## config.mk

```make
export PLATFORM = sky130hd
export DESIGN_NAME = dreimann_round_ctrl_flat
export DESIGN_NICKNAME = d
export VERILOG_FILES = /design/src/rtl/dreimann_round_ctrl_if.sv /design/src/rtl/dreimann_round_ctrl.sv /design/src/flat_wrapper.sv
export SDC_FILE = /design/constraint.sdc
export NUM_CORES = 1
export LEC_CHECK = 0
export BUFFER_PORTS_ARGS = -buffer_cell sky130_fd_sc_hd__buf_4
export CORE_UTILIZATION = 45
export CTS_CLUSTER_DIAMETER = 100
export DETAILED_ROUTE_END_ITERATION = 8
export PLACE_DENSITY_LB_ADDON = 0.05
export SETUP_SLACK_MARGIN = 0.1
export SKIP_CTS_REPAIR_TIMING = 1
export SYNTH_ARGS = -nofsm -noshare
export SYNTH_HDL_FRONTEND = slang
export SYNTH_SLANG_ARGS = --single-unit
```

## constraint.sdc

```tcl
create_clock -name clk -period 2.53 [get_ports clk]
set_clock_uncertainty 0.1 [all_clocks]
set_input_delay 0.1265 -clock clk [delete_from_list [all_inputs] [get_ports clk]]
set_output_delay 0.1265 -clock clk [all_outputs]
set_load 0.02 [all_outputs]
```

## src/rtl/dreimann_round_ctrl_if.sv

```systemverilog
// Signal bundle between the dice controllers / button logic and the Dreimann round controller.
// master drives the dice inputs and the button; slave is the round controller.
interface dreimann_round_ctrl_if;
    logic [2:0] dice1;
    logic [2:0] dice2;
    logic       rolled1;
    logic       rolled2;
    logic       next_btn;
    logic [2:0] event_code;
    logic [1:0] drinks_dm;
    logic [2:0] player_id;
    logic [2:0] dm_id;
    logic       dm_valid;
    logic       eval_valid;
    logic       show_active;
    logic       clear_req;

    modport master (
        output dice1, dice2, rolled1, rolled2, next_btn,
        input  event_code, drinks_dm, player_id, dm_id, dm_valid,
               eval_valid, show_active, clear_req
    );

    modport slave (
        input  dice1, dice2, rolled1, rolled2, next_btn,
        output event_code, drinks_dm, player_id, dm_id, dm_valid,
               eval_valid, show_active, clear_req
    );
endinterface

```

## src/rtl/dreimann_round_ctrl.sv

```systemverilog
// Dreimann game-rule stage: waits for both dice, classifies the throw, tracks player and
// Dreimann, holds the result until next_btn, then requests the dice controllers to re-arm.
module dreimann_round_ctrl #(
    parameter int NUM_PLAYERS = 4
) (
    input  logic                  clk,
    input  logic                  rst_n,
    dreimann_round_ctrl_if.slave  bus
);

    typedef enum logic [1:0] {
        S_WAIT  = 2'd0,
        S_EVAL  = 2'd1,
        S_SHOW  = 2'd2,
        S_CLEAR = 2'd3
    } state_e;

    typedef enum logic [2:0] {
        EV_NONE   = 3'd0,
        EV_DREI   = 3'd1,
        EV_THREES = 3'd2,
        EV_PASCH  = 3'd3,
        EV_LEFT   = 3'd4,
        EV_RIGHT  = 3'd5,
        EV_NIX    = 3'd6,
        EV_ERR    = 3'd7
    } event_e;

    state_e     state_q, state_d;
    event_e     event_q, cls_event;
    logic [1:0] drinks_q, cls_drinks;
    logic [2:0] player_q, next_player;
    logic [2:0] dm_id_q;
    logic       dm_valid_q;
    logic       eval_valid_q;
    logic [3:0] dice_sum;
    logic [1:0] n_threes;
    logic       dice_err;

    always_ff @(posedge clk or negedge rst_n) begin
        if (!rst_n) begin
            state_q <= S_WAIT;
        end else begin
            state_q <= state_d;
        end
    end

    always_comb begin
        state_d = state_q;
        unique case (state_q)
            S_WAIT:  if (bus.rolled1 && bus.rolled2) state_d = S_EVAL;
            S_EVAL:  state_d = S_SHOW;
            S_SHOW:  if (bus.next_btn) state_d = S_CLEAR;
            S_CLEAR: state_d = S_WAIT;
            default: state_d = S_WAIT;
        endcase
    end

    // Throw classification, first matching rule wins.
    always_comb begin
        dice_sum   = {1'b0, bus.dice1} + {1'b0, bus.dice2};
        n_threes   = {1'b0, (bus.dice1 == 3'd3)} + {1'b0, (bus.dice2 == 3'd3)};
        dice_err   = (bus.dice1 == 3'd0) || (bus.dice1 == 3'd7) ||
                     (bus.dice2 == 3'd0) || (bus.dice2 == 3'd7);
        cls_event  = EV_NIX;
        cls_drinks = '0;
        if (dice_err) begin
            cls_event = EV_ERR;
        end else if (dice_sum == 4'd3) begin
            cls_event = EV_DREI;
        end else if (n_threes != 2'd0) begin
            cls_event  = EV_THREES;
            cls_drinks = dm_valid_q ? n_threes : '0;
        end else if (bus.dice1 == bus.dice2) begin
            cls_event = EV_PASCH;
        end else if (dice_sum == 4'd7) begin
            cls_event = EV_LEFT;
        end else if (dice_sum == 4'd8) begin
            cls_event = EV_RIGHT;
        end
    end

    assign next_player = (player_q == 3'(NUM_PLAYERS - 1)) ? '0 : player_q + 3'd1;

    always_ff @(posedge clk or negedge rst_n) begin
        if (!rst_n) begin
            event_q      <= EV_NONE;
            drinks_q     <= '0;
            player_q     <= '0;
            dm_id_q      <= '0;
            dm_valid_q   <= 1'b0;
            eval_valid_q <= 1'b0;
        end else begin
            eval_valid_q <= (state_q == S_EVAL);
            if (state_q == S_EVAL) begin
                event_q  <= cls_event;
                drinks_q <= cls_drinks;
                case (cls_event)
                    EV_DREI: begin
                        dm_id_q    <= player_q;
                        dm_valid_q <= 1'b1;
                    end
                    EV_NIX:  player_q <= next_player;
                    default: ;
                endcase
            end
        end
    end

    assign bus.event_code  = event_q;
    assign bus.drinks_dm   = drinks_q;
    assign bus.player_id   = player_q;
    assign bus.dm_id       = dm_id_q;
    assign bus.dm_valid    = dm_valid_q;
    assign bus.eval_valid  = eval_valid_q;
    assign bus.show_active = (state_q == S_SHOW);
    assign bus.clear_req   = (state_q == S_CLEAR);

endmodule
```

## src/flat_wrapper.sv

```systemverilog
// flat-port wrapper written by rule: the top's interface ports become plain ports
module dreimann_round_ctrl_flat 
#(
    parameter int NUM_PLAYERS = 4
)
  (clk, rst_n, bus_dice1, bus_dice2, bus_rolled1, bus_rolled2, bus_next_btn, bus_event_code, bus_drinks_dm, bus_player_id, bus_dm_id, bus_dm_valid, bus_eval_valid, bus_show_active, bus_clear_req);
  dreimann_round_ctrl_if bus_i ();
  input  logic clk;
  input  logic rst_n;
  input wire logic [$bits(bus_i.dice1)-1:0] bus_dice1;
  input wire logic [$bits(bus_i.dice2)-1:0] bus_dice2;
  input wire logic [$bits(bus_i.rolled1)-1:0] bus_rolled1;
  input wire logic [$bits(bus_i.rolled2)-1:0] bus_rolled2;
  input wire logic [$bits(bus_i.next_btn)-1:0] bus_next_btn;
  output wire logic [$bits(bus_i.event_code)-1:0] bus_event_code;
  output wire logic [$bits(bus_i.drinks_dm)-1:0] bus_drinks_dm;
  output wire logic [$bits(bus_i.player_id)-1:0] bus_player_id;
  output wire logic [$bits(bus_i.dm_id)-1:0] bus_dm_id;
  output wire logic [$bits(bus_i.dm_valid)-1:0] bus_dm_valid;
  output wire logic [$bits(bus_i.eval_valid)-1:0] bus_eval_valid;
  output wire logic [$bits(bus_i.show_active)-1:0] bus_show_active;
  output wire logic [$bits(bus_i.clear_req)-1:0] bus_clear_req;
  assign bus_i.dice1 = bus_dice1;
  assign bus_i.dice2 = bus_dice2;
  assign bus_i.rolled1 = bus_rolled1;
  assign bus_i.rolled2 = bus_rolled2;
  assign bus_i.next_btn = bus_next_btn;
  assign bus_event_code = bus_i.event_code;
  assign bus_drinks_dm = bus_i.drinks_dm;
  assign bus_player_id = bus_i.player_id;
  assign bus_dm_id = bus_i.dm_id;
  assign bus_dm_valid = bus_i.dm_valid;
  assign bus_eval_valid = bus_i.eval_valid;
  assign bus_show_active = bus_i.show_active;
  assign bus_clear_req = bus_i.clear_req;
  dreimann_round_ctrl #(.NUM_PLAYERS(NUM_PLAYERS)) u_core (.clk(clk), .rst_n(rst_n), .bus(bus_i));
endmodule
```

== Yosys cells after proc, flatten, opt, wreduce, memory -nomap -nowiden ==
Cells that the tools add are included.

* Bits in registers: 15
* Input port bits: 11
* Output and inout port bits: 15
* Logic and storage cells: 51

* Add/sub/neg operators: 3
* Equal/unequal tests: 16
* Mux-type cells: 14
* Reductions and logical operators: 11

{| class="wikitable"
|+ Operators by type and width
! operator !! number
|-
| $mux W3 || 6
|-
| $mux W2 || 7
|-
| $eq A3 B2 Y1 const B || 3
|-
| $eq A3 B3 Y1 const B || 3
|-
| $pmux W2 S4 || 1
|-
| $logic_not A3 Y1 || 2
|-
| $reduce_and A2 Y1 || 3
|-
| $add A3 B3 Y4 || 1
|-
| $eq A2 B2 Y1 const B || 2
|-
| $eq A4 B2 Y1 const B || 1
|-
| $eq A4 B3 Y1 const B || 1
|-
| $eq A4 B4 Y1 const B || 1
|-
| $add A3 B1 Y3 const B || 1
|-
| $eq A3 B1 Y1 const B || 1
|-
| $eq A3 B3 Y1 || 1
|-
| $logic_or A1 B1 Y1 || 3
|-
| $add A1 B1 Y2 || 1
|-
| $eq A2 B1 Y1 const B || 1
|-
| $logic_not A2 Y1 || 1
|-
| $ne A2 B1 Y1 const B || 1
|-
| $ne A2 B2 Y1 const B || 1
|-
| $reduce_bool A2 Y1 || 1
|-
| $logic_and A1 B1 Y1 || 1
|}

== Logic depth before layout (Yosys ltp) ==
* Word-level depth: 10
* Mapped depth: 8
* Gate-level depth less buffers: 8

== Worst setup path before layout ==
OpenSTA, ideal clock, no wires.

* Kind: input to register
* Start point: in bus_dice2[0]
* End point: reg u_core.player_q[0], in the netlist u_core.bus.player_id[0]
* Library setup time: 125 ps
* Data arrival time: 1939 ps
* Data required time: 2305 ps
* Slack: 366 ps
* Cell stages on the path: 7
* Path through: ha_1 fa_1 xnor2_1 or2_0 a32o_2 nor4_4 mux2_2

* Word-level cells in the longest chain between the ends: 10
* Elaborated cells on any way between the ends: 20
* Those cells by class: add/sub (2); eq/ne (7); mux (6); reduce/logical (5)

{| class="wikitable"
|+ RTL lines
! item !! RTL line !! text
|-
| from (decl) || flat_wrapper.sv:11 || <nowiki>input wire logic [$bits(bus_i.dice2)-1:0] bus_dice2;</nowiki>
|-
| $add A3 B3 Y4 || dreimann_round_ctrl.sv:61 || <nowiki>dice_sum = {1'b0, bus.dice1} + {1'b0, bus.dice2};</nowiki>
|-
| $eq A4 B4 Y1 || dreimann_round_ctrl.sv:78 || <nowiki>end else if (dice_sum == 4'd8) begin</nowiki>
|-
| $mux W2 || dreimann_round_ctrl.sv:78 ||
|-
| $mux W3 || dreimann_round_ctrl.sv:76 || <nowiki>end else if (dice_sum == 4'd7) begin</nowiki>
|-
| $mux W3 || dreimann_round_ctrl.sv:74 || <nowiki>end else if (bus.dice1 == bus.dice2) begin</nowiki>
|-
| $mux W3 || dreimann_round_ctrl.sv:71 || <nowiki>end else if (n_threes != 2'd0) begin</nowiki>
|-
| $mux W3 || dreimann_round_ctrl.sv:69 || <nowiki>end else if (dice_sum == 4'd3) begin</nowiki>
|-
| $mux W3 (*) || dreimann_round_ctrl.sv:67 || <nowiki>if (dice_err) begin</nowiki>
|-
| $eq A3 B3 Y1 (*) || dreimann_round_ctrl.sv:98 || <nowiki>case (cls_event)</nowiki>
|-
| $reduce_and A2 Y1 (no source line) (*) || n/a ||
|-
| to (signal assigned) || dreimann_round_ctrl.sv:103 || <nowiki>EV_NIX: player_q <= next_player;</nowiki>
|-
| to (decl) || dreimann_round_ctrl.sv:32 || <nowiki>logic [2:0] player_q, next_player;</nowiki>
|}

Every way passes the cells marked *; elsewhere a longest branch is shown, timed or not.
A chain may end at the register's enable or synchronous reset.

== Worst setup path after layout ==
Ends and elaborated chain as after synthesis.

==> results.toml <==
[place]
place_congestion = 0.894
place_hpwl_mm = 1.44
place_area_mm2 = 0.00118
io_buffers = 25
pre_cts_slack_ns = 0.140
dp.cells = 142

[detailed_routing]
wl_per_cell_um = 12.1
antenna_left = 0
wl_met3_um = 54
drt-met1-wl_um = 826
routed.top_layer = "met4"
via_per_inst = 5.11
drc = 0
dr_total_vias = 751
drt-total-wl_mm = 1.78
dr.pass1.iters = 4
drt-initial-drc-count = 5
route.met2.wl_um = 893

[finish]
antenna_cells = 0
stdcell_area_mm2 = 0.00121
drive_gt1_frac = 0.333
num-nets-final = 144
fin_cells = 147
areaGrowthSynthToFinish_pct = 26.1
fin_util = 0.613

[run_status]
status = "completed"

[sta]
setup_violations = 0
finalHoldViolCount = 0
relSlewSlack = 0.674
final_max_slew_viol_count = 0
rsz0062_at_grt = "false"
fin_crit_sh = 0.819
fin_ws_ns = 0.459
fmaxAchievable_mhz = 483
fin_crit_ns = 2.07
holdWs_ns = 0.119
finalSetupTns_ns = 0
tightest_slew_ns = 0.485

[power_and_ir_drop]
power_density_mw_per_mm2 = 979
p_int_mw = 0.697
combPwrFrac = 0.535
switching_share = 0.414
p_sw_mw = 0.492
p_leak_nw = 0.617
irDropWorstVdd_v = 0.000624
seq_power_share = 0.349
p_total_mw = 1.19
p_clk_frac = 0.116

[floorplanning]
num_rows = 16
dieArea_mm2 = 0.00233
pin_count = 26
core-area_mm2 = 0.00198
die_h_um = 48.3
die_w_um = 48.3
start_util = 0.486

[hold_path]
min_path_type = "input port to asynchronous set/reset pin"

[cts]
cts_buffers = 3
clkTransAtPathRegs_ns = 0.09
cts_tree = "done"
cts-htree-levels = 1
clkLatencyLatePin_ns = 0.28
cts_max_path_buffers = 2
cts-root-buf = "clkbuf_4"
clock-sinks = 15

[worst_setup_path]
worst-setup-path-type = "input port to flip-flop"
required_ns = 2.61
r2r_start = "u_core.state_q[1]"
start_kind = "input port"
crit_fanout = 4
critPathMaxStageDelay_ns = 0.42
slowest_stage = "fa_1"
end_kind = "flip-flop"
crit_start = "bus_dice2[0]"
worstPathArrival_ns = 2.15
crit_chain = "buf_4, ha_1, fa_1, xnor2_1, or2_0, a32o_2, nor4_4, mux2_2"

[grt]
grt_pass1_wl_mm = 2.91
antenna_found_initial = 0
grt_overflow = 0
grt_util_all_layers = 0.180
grt_pass1_vias = 716
grt_max_degree = 16

[logic_synthesis]
synth_seq_cells = 15
yosys_most_used_dff = "dfrtp_1"
syn_area_per_cell_um2 = 10.6
ys_warn_count = 0
synth-async-reset-ratio = 1.00
syn_inst = 91
synth.cell_area_um2 = 963
synth-edff-count = 0
synth_cell_types = 39
synth_fp_nets = 114
ys_seq_area_frac = 0.390

[job]
drv_cap = 0
cell usage after synthesis (2+ instances only):
cell type / n / share of area
a31oi_1: 2 / 0.013
dfrtp_1: 15 / 0.39
o21ai_0: 2 / 0.010
and3_1: 2 / 0.013
nor2_1: 5 / 0.019
nand2_1: 5 / 0.019
mux2_2: 4 / 0.047
a41o_1: 2 / 0.021
a21oi_1: 4 / 0.021
nor2b_1: 4 / 0.026
a21boi_0: 2 / 0.016
inv_1: 6 / 0.023
ha_1: 11 / 0.14
nand3_1: 2 / 0.010
layout by cell type, fill, tap and decap left out, types with 2 or more instances in the layout:
cell	n
and3_1	2
a21oi_1	4
a41o_1	2
nor2b_1	4
buf_4	26
a21boi_0	2
clkbuf_4	3
mux2_2	4
o21ai_0	2
inv_1	6
nand3_1	2
nand2_1	5
a31oi_1	2
dfrtp_1	15
ha_1	11
nor2_1	5
path summary, 6_finish.rpt:
kind / to / slack [ns] / cells after the start
max reg2reg: u_core.bus.player_id[0] / 0.74 / 5
min: u_core.bus.event_code[0] / 0.12 / 2
min reg2reg: u_core.bus.dm_id[0] / 0.41 / 1
max: u_core.bus.player_id[0] / 0.46 / 8
min in group clk: u_core.state_q[1] / 0.16 / 5
max in group asynchronous: u_core.bus.event_code[1] / 2.04 / 2
routing by layer:
| metal | GRT usage | vias to the layer above |
|---|---|---|
| met1 | 0.232 | 355 |
| li1 | - | 384 |
| met3 | 0.0444 | 2 |
| met2 | 0.299 | 10 |
| met5 | 0 | - |
| met4 | 0.0500 | 0 |
logic make-up after synthesis:
logic type / after synthesis / share of synthesized area
AO/OA/AOI/OAI: 21 / 0.160
XOR/XNOR: 1 / 0.00909
adder cells (fa/ha/maj): 12 / 0.164
buffers and inverters: 8 / 0.0390
flip-flops: 15 / 0.390
multiplexers: 5 / 0.0584
AND/OR/NAND/NOR: 29 / 0.181
final cells by class:
class / instances / area (um2)
multi-input cells: 68 / 551
fillers: 184 / 767
clock buffers: 3 / 22.5
inverters: 6 / 22.5
flip-flops and latches: 15 / 375
clock inverters: 1 / 5.00
repair buffers: 27 / 205
well taps: 27 / 33.8
state kept, by name (all words and copies together), names as in the netlist:
| name | flops |
|---|---|
| u_core.bus.dm_id | 3 |
| u_core.bus.dm_valid | 1 |
| u_core.bus.drinks_dm | 2 |
| u_core.bus.eval_valid | 1 |
| u_core.bus.event_code | 3 |
| u_core.bus.player_id | 3 |
| u_core.state_q | 2 |
power by group through the flow:
stage	sequential (mW)	clock, mW	combinational, mW
3_5_place_dp	0.423	0	0.641
2_1_floorplan	0.514	0	0.306
6_report	0.415	0.138	0.636
3_3_place_gp	0.419	0	0.633
4_1_cts	0.417	0.144	0.644
5_1_grt	0.434	0.155	0.703
critical path, delay by kind of cell:
family,cells,cell delay [ns]
multiplexers,1,0.37
adder cells (fa/ha/maj),2,0.65
AO/OA/AOI/OAI,1,0.24
XOR/XNOR,1,0.17
buffers and inverters,1,0.12
AND/OR/NAND/NOR,2,0.46
(Power assumes the default switching activity.)
